File: config.mk
export PLATFORM = sky130hd
export DESIGN_NAME = calc2_port_driver
export DESIGN_NICKNAME = d
export VERILOG_FILES = /design/src/rtl/calc2_pkg.sv /design/src/rtl/calc2_drv_rsp_fifo.sv /design/src/rtl/calc2_port_driver.sv
export SDC_FILE = /design/constraint.sdc
export NUM_CORES = 1
export LEC_CHECK = 0
export ABC_AREA = 1
export BUFFER_PORTS_ARGS = -buffer_cell sky130_fd_sc_hd__buf_2
export CAP_MARGIN = 20
export CORE_MARGIN = 2
export CORE_UTILIZATION = 51
export DETAILED_ROUTE_END_ITERATION = 8
export GPL_TIMING_DRIVEN = 1
export PLACE_DENSITY_LB_ADDON = 0.1
export SLEW_MARGIN = 20
export SYNTH_ARGS = -nofsm -noshare
export SYNTH_HDL_FRONTEND = slang
export SYNTH_SLANG_ARGS = --single-unit
File: constraint.sdc
create_clock -name clk -period 3.23 [get_ports clk]
set_clock_uncertainty 0.2 [all_clocks]
set_input_delay 0.646 -clock clk [delete_from_list [all_inputs] [get_ports clk]]
set_output_delay 0.646 -clock clk [all_outputs]
set_load 0.01 [all_outputs]
File: src/rtl/calc2_pkg.sv
// Purpose : shared types for the calc2 port driver (commands, response codes, result record).
// Latency : n/a (types and a combinational helper only).
// Backpressure: n/a.
package calc2_pkg;

   // Tag bitmaps are always this wide; NUM_TAGS below 4 simply masks the upper bits.
   localparam int MAX_TAGS = 4;

   typedef enum logic [3:0] {
      NOP = 4'd0,
      ADD = 4'd1,
      SUB = 4'd2,
      SHL = 4'd5,
      SHR = 4'd6
   } cmd_e;

   typedef enum logic [1:0] {
      NONE = 2'd0,
      OK   = 2'd1,
      ERR  = 2'd2,
      TMO  = 2'd3
   } resp_e;

   typedef logic [1:0] tag_t;

   typedef struct packed {
      resp_e       resp;
      logic [31:0] data;
      tag_t        tag;
   } result_t;

   // Index of the lowest set bit; 0 when none is set (callers check for empty first).
   function automatic tag_t lowest_set(input logic [MAX_TAGS-1:0] v);
      tag_t t;
      t = '0;
      for (int i = MAX_TAGS - 1; i >= 0; i--) begin
         if (v[i]) t = tag_t'(i);
      end
      return t;
   endfunction

endpackage

File: src/rtl/calc2_drv_rsp_fifo.sv
// Purpose : synchronous result FIFO with a registered, show-ahead head entry.
// Latency : a push into an empty FIFO is visible on head the next cycle.
// Backpressure: push is ignored when full unless a pop happens in the same cycle.
//
// Ports: clk, reset (async active-low), push/push_dat (write side),
//        pop/head (read side, head is zero when empty), full, empty.
module calc2_drv_rsp_fifo
   import calc2_pkg::*;
#(
   parameter int DEPTH = 4
) (
   input  logic    clk,
   input  logic    reset,
   input  logic    push,
   input  result_t push_dat,
   input  logic    pop,
   output result_t head,
   output logic    full,
   output logic    empty
);

   localparam int AW   = (DEPTH > 1) ? $clog2(DEPTH) : 1;
   localparam int CNTW = AW + 1;
   localparam logic [CNTW-1:0] DEPTH_C = CNTW'(DEPTH);

   result_t         mem [DEPTH];
   logic [AW-1:0]   wr_ptr, rd_ptr, rd_ptr_inc;
   logic [CNTW-1:0] count, count_nxt;
   logic            push_ok, pop_ok;
   result_t         head_nxt;

   function automatic logic [AW-1:0] ptr_inc(input logic [AW-1:0] p);
      return (p == AW'(DEPTH - 1)) ? '0 : p + AW'(1);
   endfunction

   assign pop_ok     = pop && !empty;
   assign push_ok    = push && (!full || pop_ok);
   assign rd_ptr_inc = ptr_inc(rd_ptr);
   assign count_nxt  = count + CNTW'(push_ok) - CNTW'(pop_ok);

   // head is a register holding the entry that will sit at rd_ptr after this
   // cycle's push/pop, so the consumer never sees a combinational mux.
   always_comb begin
      head_nxt = head;
      if (count_nxt == '0) begin
         head_nxt = '0;
      end else if (pop_ok) begin
         head_nxt = (count > CNTW'(1)) ? mem[rd_ptr_inc] : push_dat;
      end else if (empty) begin
         head_nxt = push_dat;
      end
   end

   always_ff @(posedge clk) begin
      if (push_ok) mem[wr_ptr] <= push_dat;
   end

   always_ff @(posedge clk or negedge reset) begin
      if (!reset) begin
         wr_ptr <= '0;
         rd_ptr <= '0;
         count  <= '0;
         head   <= '0;
         full   <= 1'b0;
         empty  <= 1'b1;
      end else begin
         if (push_ok) wr_ptr <= ptr_inc(wr_ptr);
         if (pop_ok)  rd_ptr <= rd_ptr_inc;
         count <= count_nxt;
         head  <= head_nxt;
         full  <= (count_nxt == DEPTH_C);
         empty <= (count_nxt == '0);
      end
   end

endmodule

File: src/rtl/calc2_port_driver.sv
// Purpose : issue stage for one calc2 port: tag allocation, two-cycle request, result return.
// Latency : request shows on cmd/data_in the cycle after handshake; result reaches rsp_* one cycle after resp.
// Backpressure: req_ready drops for the op2 cycle and while no tag is free; calc2 responses are never stalled.
//
// Ports: clk, reset (async active-low); host request req_valid/req_ready/req_cmd/req_op1/req_op2;
//        calc2 side cmd/data_in/tag_in (out) and resp/data_out/tag_out (in);
//        host result rsp_valid/rsp_ready/rsp_status/rsp_data/rsp_tag; sticky err_tag.
// Option  : define CALC2_DRV_TIMEOUT_EN for per-tag response timeouts with tag quarantine.
module calc2_port_driver
   import calc2_pkg::*;
#(
   parameter int NUM_TAGS       = 4,
   parameter int TIMEOUT_CYCLES = 64
) (
   input  logic        clk,
   input  logic        reset,
   input  logic        req_valid,
   output logic        req_ready,
   input  logic [3:0]  req_cmd,
   input  logic [31:0] req_op1,
   input  logic [31:0] req_op2,
   output logic [3:0]  cmd,
   output logic [31:0] data_in,
   output logic [1:0]  tag_in,
   input  logic [1:0]  resp,
   input  logic [31:0] data_out,
   input  logic [1:0]  tag_out,
   output logic        rsp_valid,
   input  logic        rsp_ready,
   output logic [1:0]  rsp_status,
   output logic [31:0] rsp_data,
   output logic [1:0]  rsp_tag,
   output logic        err_tag
);

   localparam logic [MAX_TAGS-1:0] TAG_MASK = MAX_TAGS'((1 << NUM_TAGS) - 1);

   typedef enum logic {IDLE, SEND_OP2} state_e;
   state_e state_q, state_nxt;

   // busy: allocated until the host pops its result; pend: still waiting for calc2.
   logic [MAX_TAGS-1:0] busy_q, pend_q, quar_q;
   logic [MAX_TAGS-1:0] busy_nxt, pend_nxt, quar_nxt;
   logic [MAX_TAGS-1:0] free_now, free_nxt;
   logic [31:0]         op2_q;
   logic                alloc;
   tag_t                alloc_tag;
   logic                rsp_hit, cap_vld, stray;
   logic                tmo_vld;
   tag_t                tmo_tag;
   logic                push, pop;
   result_t             push_dat, head;
   logic                fifo_empty, unused_fifo_full;
   logic [3:0]          cmd_nxt;
   logic [31:0]         data_nxt;
   tag_t                tag_nxt;
   logic                rdy_nxt;

   // ---------------- response capture ----------------
   assign rsp_hit = (resp != 2'd0);
   assign cap_vld = rsp_hit && pend_q[tag_out];
   assign stray   = rsp_hit && !pend_q[tag_out];
   assign push    = cap_vld || tmo_vld;

   always_comb begin
      push_dat = '0;
      if (cap_vld) begin
         // calc2 code 3 is not a timeout from our side; fold it into ERR.
         push_dat.resp = (resp == OK) ? OK : ERR;
         push_dat.data = data_out;
         push_dat.tag  = tag_out;
      end else if (tmo_vld) begin
         push_dat.resp = TMO;
         push_dat.tag  = tmo_tag;
      end
   end

   calc2_drv_rsp_fifo #(.DEPTH(NUM_TAGS)) u_rsp_fifo (
      .clk      (clk),
      .reset    (reset),
      .push     (push),
      .push_dat (push_dat),
      .pop      (pop),
      .head     (head),
      .full     (unused_fifo_full),
      .empty    (fifo_empty)
   );

   assign rsp_valid  = !fifo_empty;
   assign rsp_status = head.resp;
   assign rsp_data   = head.data;
   assign rsp_tag    = head.tag;
   assign pop        = rsp_valid && rsp_ready;

   // ---------------- optional timeout ----------------
`ifdef CALC2_DRV_TIMEOUT_EN
   localparam int CW = $clog2(TIMEOUT_CYCLES + 1);
   localparam logic [CW-1:0] CNT_LAST = CW'(TIMEOUT_CYCLES - 1);

   logic [CW-1:0]       cnt_q [MAX_TAGS];
   logic [MAX_TAGS-1:0] expired;

   always_comb begin
      for (int i = 0; i < MAX_TAGS; i++) expired[i] = pend_q[i] && (cnt_q[i] == CNT_LAST);
   end

   // A real response owns the single FIFO write port; expired tags hold their
   // count and fire on a later free cycle.
   assign tmo_vld = (|expired) && !cap_vld;
   assign tmo_tag = lowest_set(expired);

   always_comb begin
      quar_nxt = quar_q;
      if (tmo_vld) quar_nxt[tmo_tag] = 1'b1;
      if (rsp_hit && quar_q[tag_out]) quar_nxt[tag_out] = 1'b0;
   end

   always_ff @(posedge clk or negedge reset) begin
      if (!reset) begin
         quar_q <= '0;
         for (int i = 0; i < MAX_TAGS; i++) cnt_q[i] <= '0;
      end else begin
         quar_q <= quar_nxt;
         for (int i = 0; i < MAX_TAGS; i++) begin
            if (alloc && alloc_tag == tag_t'(i)) cnt_q[i] <= '0;
            else if (pend_q[i] && cnt_q[i] != CNT_LAST) cnt_q[i] <= cnt_q[i] + CW'(1);
         end
      end
   end
`else
   logic unused_tmo_cfg;
   assign unused_tmo_cfg = ^TIMEOUT_CYCLES;
   assign tmo_vld  = 1'b0;
   assign tmo_tag  = '0;
   assign quar_q   = '0;
   assign quar_nxt = '0;
`endif

   // ---------------- tag bitmaps ----------------
   assign free_now  = ~busy_q & ~quar_q & TAG_MASK;
   assign alloc     = (state_q == IDLE) && req_valid && req_ready;
   assign alloc_tag = lowest_set(free_now);

   always_comb begin
      busy_nxt = busy_q;
      pend_nxt = pend_q;
      if (pop)     busy_nxt[head.tag] = 1'b0;
      if (alloc) begin
         busy_nxt[alloc_tag] = 1'b1;
         pend_nxt[alloc_tag] = 1'b1;
      end
      if (cap_vld) pend_nxt[tag_out] = 1'b0;
      if (tmo_vld) pend_nxt[tmo_tag] = 1'b0;
   end

   // req_ready is registered from the post-update bitmap, so a tag freed this
   // cycle can only be allocated from the next cycle on.
   assign free_nxt = ~busy_nxt & ~quar_nxt & TAG_MASK;

   // ---------------- issue FSM ----------------
   always_ff @(posedge clk or negedge reset) begin
      if (!reset) state_q <= IDLE;
      else        state_q <= state_nxt;
   end

   always_comb begin
      state_nxt = state_q;
      cmd_nxt   = NOP;
      data_nxt  = '0;
      tag_nxt   = '0;
      rdy_nxt   = |free_nxt;
      unique case (state_q)
         IDLE: begin
            if (alloc) begin
               state_nxt = SEND_OP2;
               cmd_nxt   = req_cmd;
               data_nxt  = req_op1;
               tag_nxt   = alloc_tag;
               rdy_nxt   = 1'b0;
            end
         end
         SEND_OP2: begin
            state_nxt = IDLE;
            data_nxt  = op2_q;
         end
         default: state_nxt = IDLE;
      endcase
   end

   always_ff @(posedge clk or negedge reset) begin
      if (!reset) begin
         busy_q    <= '0;
         pend_q    <= '0;
         op2_q     <= '0;
         cmd       <= '0;
         data_in   <= '0;
         tag_in    <= '0;
         req_ready <= 1'b0;
         err_tag   <= 1'b0;
      end else begin
         busy_q    <= busy_nxt;
         pend_q    <= pend_nxt;
         cmd       <= cmd_nxt;
         data_in   <= data_nxt;
         tag_in    <= tag_nxt;
         req_ready <= rdy_nxt;
         if (alloc) op2_q   <= req_op2;
         if (stray) err_tag <= 1'b1;
      end
   end

endmodule
==> summary.md <==
| Metric | Value |
|---|---|
| Seq/Total Area, Yosys | 65.6% |
| Distinct cells, synth | 35 |
| Initial antenna violation count | 1 |
| Max cap viols | 0 |
| Post-CTS Resized | 0 |
| Routed wire length per instance | 17.0 µm |
| Flop pwr share | 38.7% |
| Routed WL | 26900 µm |
| Routed vias/inst | 5.18 |
| Placed insts | 1535 |
| # hold bufs at CTS | 1 |
| Status | finished, final reports clean |
| R2R cell count | 16 |
| Final period util | about nine tenths |
| Worst Path Arrival | 3110 ps |
| Internal power | 7.67 mW |
| Die Span Y | 153 µm |
| Largest area contributor in the netlist | edfxtp_1 |
| Post-route ant nets | 0 |
| Layout cells sized above 1 | 22.5% |
| Layout net count | 1403 |
| Dpl hpwl | around 16000 µm |
| Area grow syn2layout | 18.6% |
| Final count of hold timing violations | 0 |
| Setup TNS | 0 ps |
| Fin cells | approximately 1600 |
| Min Tclk post-route | 2910 ps |
| CTS tree | yes |
| Clock power frac | 24.0% |
| Fmax | 0.344 GHz |
| Synth top area share | 38.0% |
| CP Max Fanout | 24 |
| P_leak | about 6.7 nW |
| Comb pwr share | 37.4% |
| # setup viols final | 0 |
| Clock sink count | 270 |
| Core Area | 21900 µm² |
| Core Rows | 54 |
| H-tree depth | 1 |
| Sw frac | 38.0% |
| DRC | 0 |
| GPL Wtd Cong | ~0.82 |
| Design Area, Final | 13500 µm² |
| Post-CTS setup buffers | 0 |
| IO Port Bufs | ~180 |
| Overall die width | about 150 µm |
| Seq cells post-synth | 270 |
| Synthesized area per cell | 10.3 µm² |
| Actual slew at the worst max-slew pin | 843 ps |
| Buffer depth of the longest clock path | 3 |
| Mapped Nets | 1221 |
| Worst-path clk slew | around 60 ps |
| Startpoint Class | flip-flop |
| Rel. slew slack | 43.7% |
| Psw | 4.71 mW |
| Starting density of the core | 52.0% |
| Worst hold-check path type | in -> reg |
| Synth Cell Area | around 11000 µm² |
| Slew Limit Fails | 0 |
| Hold path depth | 3 |
| RSZ-0062 raised after global routing | no |
| Top cells by area, synth | edfxtp_1 (38%), dfrtp_1 (27%), nand2_1 (14%) |
| Fin util | approximately three fifths |
| Vias post-DR | 8214 |
| Die area | roughly 24000 µm² |
| Worst Path Class, Setup | reg -> reg |
| First-pass GRT wire length | between 40000 and 50000 µm |
| Cell Pwr Density | 917 nW/µm² |
| Cell at the root of the clock tree | clkbuf_16 |
| CP endpoint kind | flip-flop |
| Placed inst area | ~13000 µm² |
| Worst hold margin | 118 ps |
| Yosys Warn Count | 0 |
| Skew-Pair Late Insertion Delay | 520 ps |
| Io pins | 185 |
| Vias in the first global route | 8279 |
| Synth Instances | 1103 |
| Largest net degree at the start of global routing | 74 |
| Grt total ovfl | 0 |
| VDD IR max | 0.615 mV |
| Iteration-0 DRC Markers | 582 |
| DR pass1 iterations | 4 |
| Required time of the critical path | 3440 ps |
| TritonCTS Buffers | 27 |
| Gr usage total | 22.9% |
-- registers in the layout, summed over array words and instances (netlist names) --
register and cells:
u_rsp_fifo.mem 144, busy_q 4, pend_q 4, op2_q 32, data_in 32, cmd 4
tag_in 2, err_tag 1, u_rsp_fifo.wr_ptr 2, u_rsp_fifo.full 1, u_rsp_fifo.head 36, u_rsp_fifo.empty 1
state_q 1, u_rsp_fifo.rd_ptr 2, u_rsp_fifo.count 3, req_ready 1
-- per-stage QoR --
step           power (mW)  worst slack, ps
2_1_floorplan        7.92             -103
6_report             12.4              325
4_1_cts              12.5              314
3_3_place_gp         9.43              161
3_5_place_dp         9.52              118
5_1_grt              13.2              127
-- cells in the mapped netlist (all sizes together) --
| library cell | number |
|---|---|
| xnor2 | 1 |
| inv | 80 |
| a22o | 32 |
| nor2 | 18 |
| ha | 9 |
| fa | 1 |
| o21bai | 1 |
| a21boi | 1 |
| a21oi | 34 |
| nand3 | 149 |
| o21ai | 14 |
| nand3b | 1 |
| a31o | 1 |
| dfrtp | 125 |
| nand2 | 426 |
| dfstp | 1 |
| edfxtp | 144 |
| nand4 | 2 |
| buf | 47 |
| or2 | 1 |
| clkbuf | 14 |
| nor3 | 1 |
-- layout by cell type, fill, tap and decap left out, types with 4 or more instances in the layout --
cell type and count:
nand2_1 422, buf_2 183, edfxtp_1 144, nand3_1 128, dfrtp_1 125, inv_1 72, a21oi_1 34, a22o_1 32
clkbuf_16 27, buf_4 24, nand3_2 20, nor2_1 10, ha_1 9, o21ai_1 7, inv_2 7, nor2_4 7
o21ai_0 7, clkinv_2 7, clkinv_1 7, buf_12 5, nand2_2 4, clkbuf_1 4
-- power by group through the flow --
| stage | logic, mW | clock network [mW] | registers [mW] |
|---|---|---|---|
| after floorplan | 3.01 | 0 | 4.91 |
| after global placement | 4.59 | 0 | 4.84 |
| after detailed placement | 4.67 | 0 | 4.85 |
| after CTS | 4.68 | 3.02 | 4.79 |
| after global routing | 5.21 | 3.15 | 4.87 |
| final | 4.63 | 2.97 | 4.79 |
-- metal layers --
layer	part of all wire, %	vias to the layer above	GRT usage, %
li1	-	3998	-
met1	44	3934	32.1
met2	49	247	38.2
met3	5.8	35	3.01
met4	1.8	0	5.81
met5	0	-	0
-- critical path, stage by stage (launching register included) --
cell and delay, ps:
dfstp_2 570, inv_2 50, nand2_2 110, inv_2 60
ha_1 280, inv_1 60, ha_1 130, inv_1 50
fa_1 490, inv_1 60, nor2_1 80, nand2_1 70
nand2_1 170, buf_12 200, a21oi_1 60, nand2_1 90
nand2_1 50
-- area by class of cell --
cell class / instances / area [µm²]
Multi-Input combinational cell: 692 / 3320
Clock buffer: 32 / 704
Clock inverter: 17 / 129
Tap cell: 280 / 350
Antenna cell: 1 / 2.50
Sequential cell: 270 / 7480
Timing Repair Buffer: 214 / 1220
Fill cell: 1844 / 8390
Inverter: 80 / 303
-- cell families after synthesis --
group	Yosys count	share of synthesized area [%]
flops	270	65.6
xor+xnor	1	0.0769
fa+ha+maj	10	1.16
buf+inv	141	5.58
compound gates	83	4.78
simple gates	598	22.8
-- worst paths after layout --
| kind | end | from | slack (ps) |
|---|---|---|---|
| hold reg to reg | op2_q[22] | op2_q[22] | 270 |
| min in group asynchronous | op2_q[11] | reset | 530 |
| max in group asynchronous | op2_q[22] | reset | 1570 |
| setup / recovery | u_rsp_fifo.head[28] | u_rsp_fifo.empty | 320 |
| setup reg to reg | u_rsp_fifo.head[28] | u_rsp_fifo.empty | 320 |
| hold / removal | op2_q[15] | req_op2[15] | 120 |
Note: power is estimated with default switching activity, not from simulation.
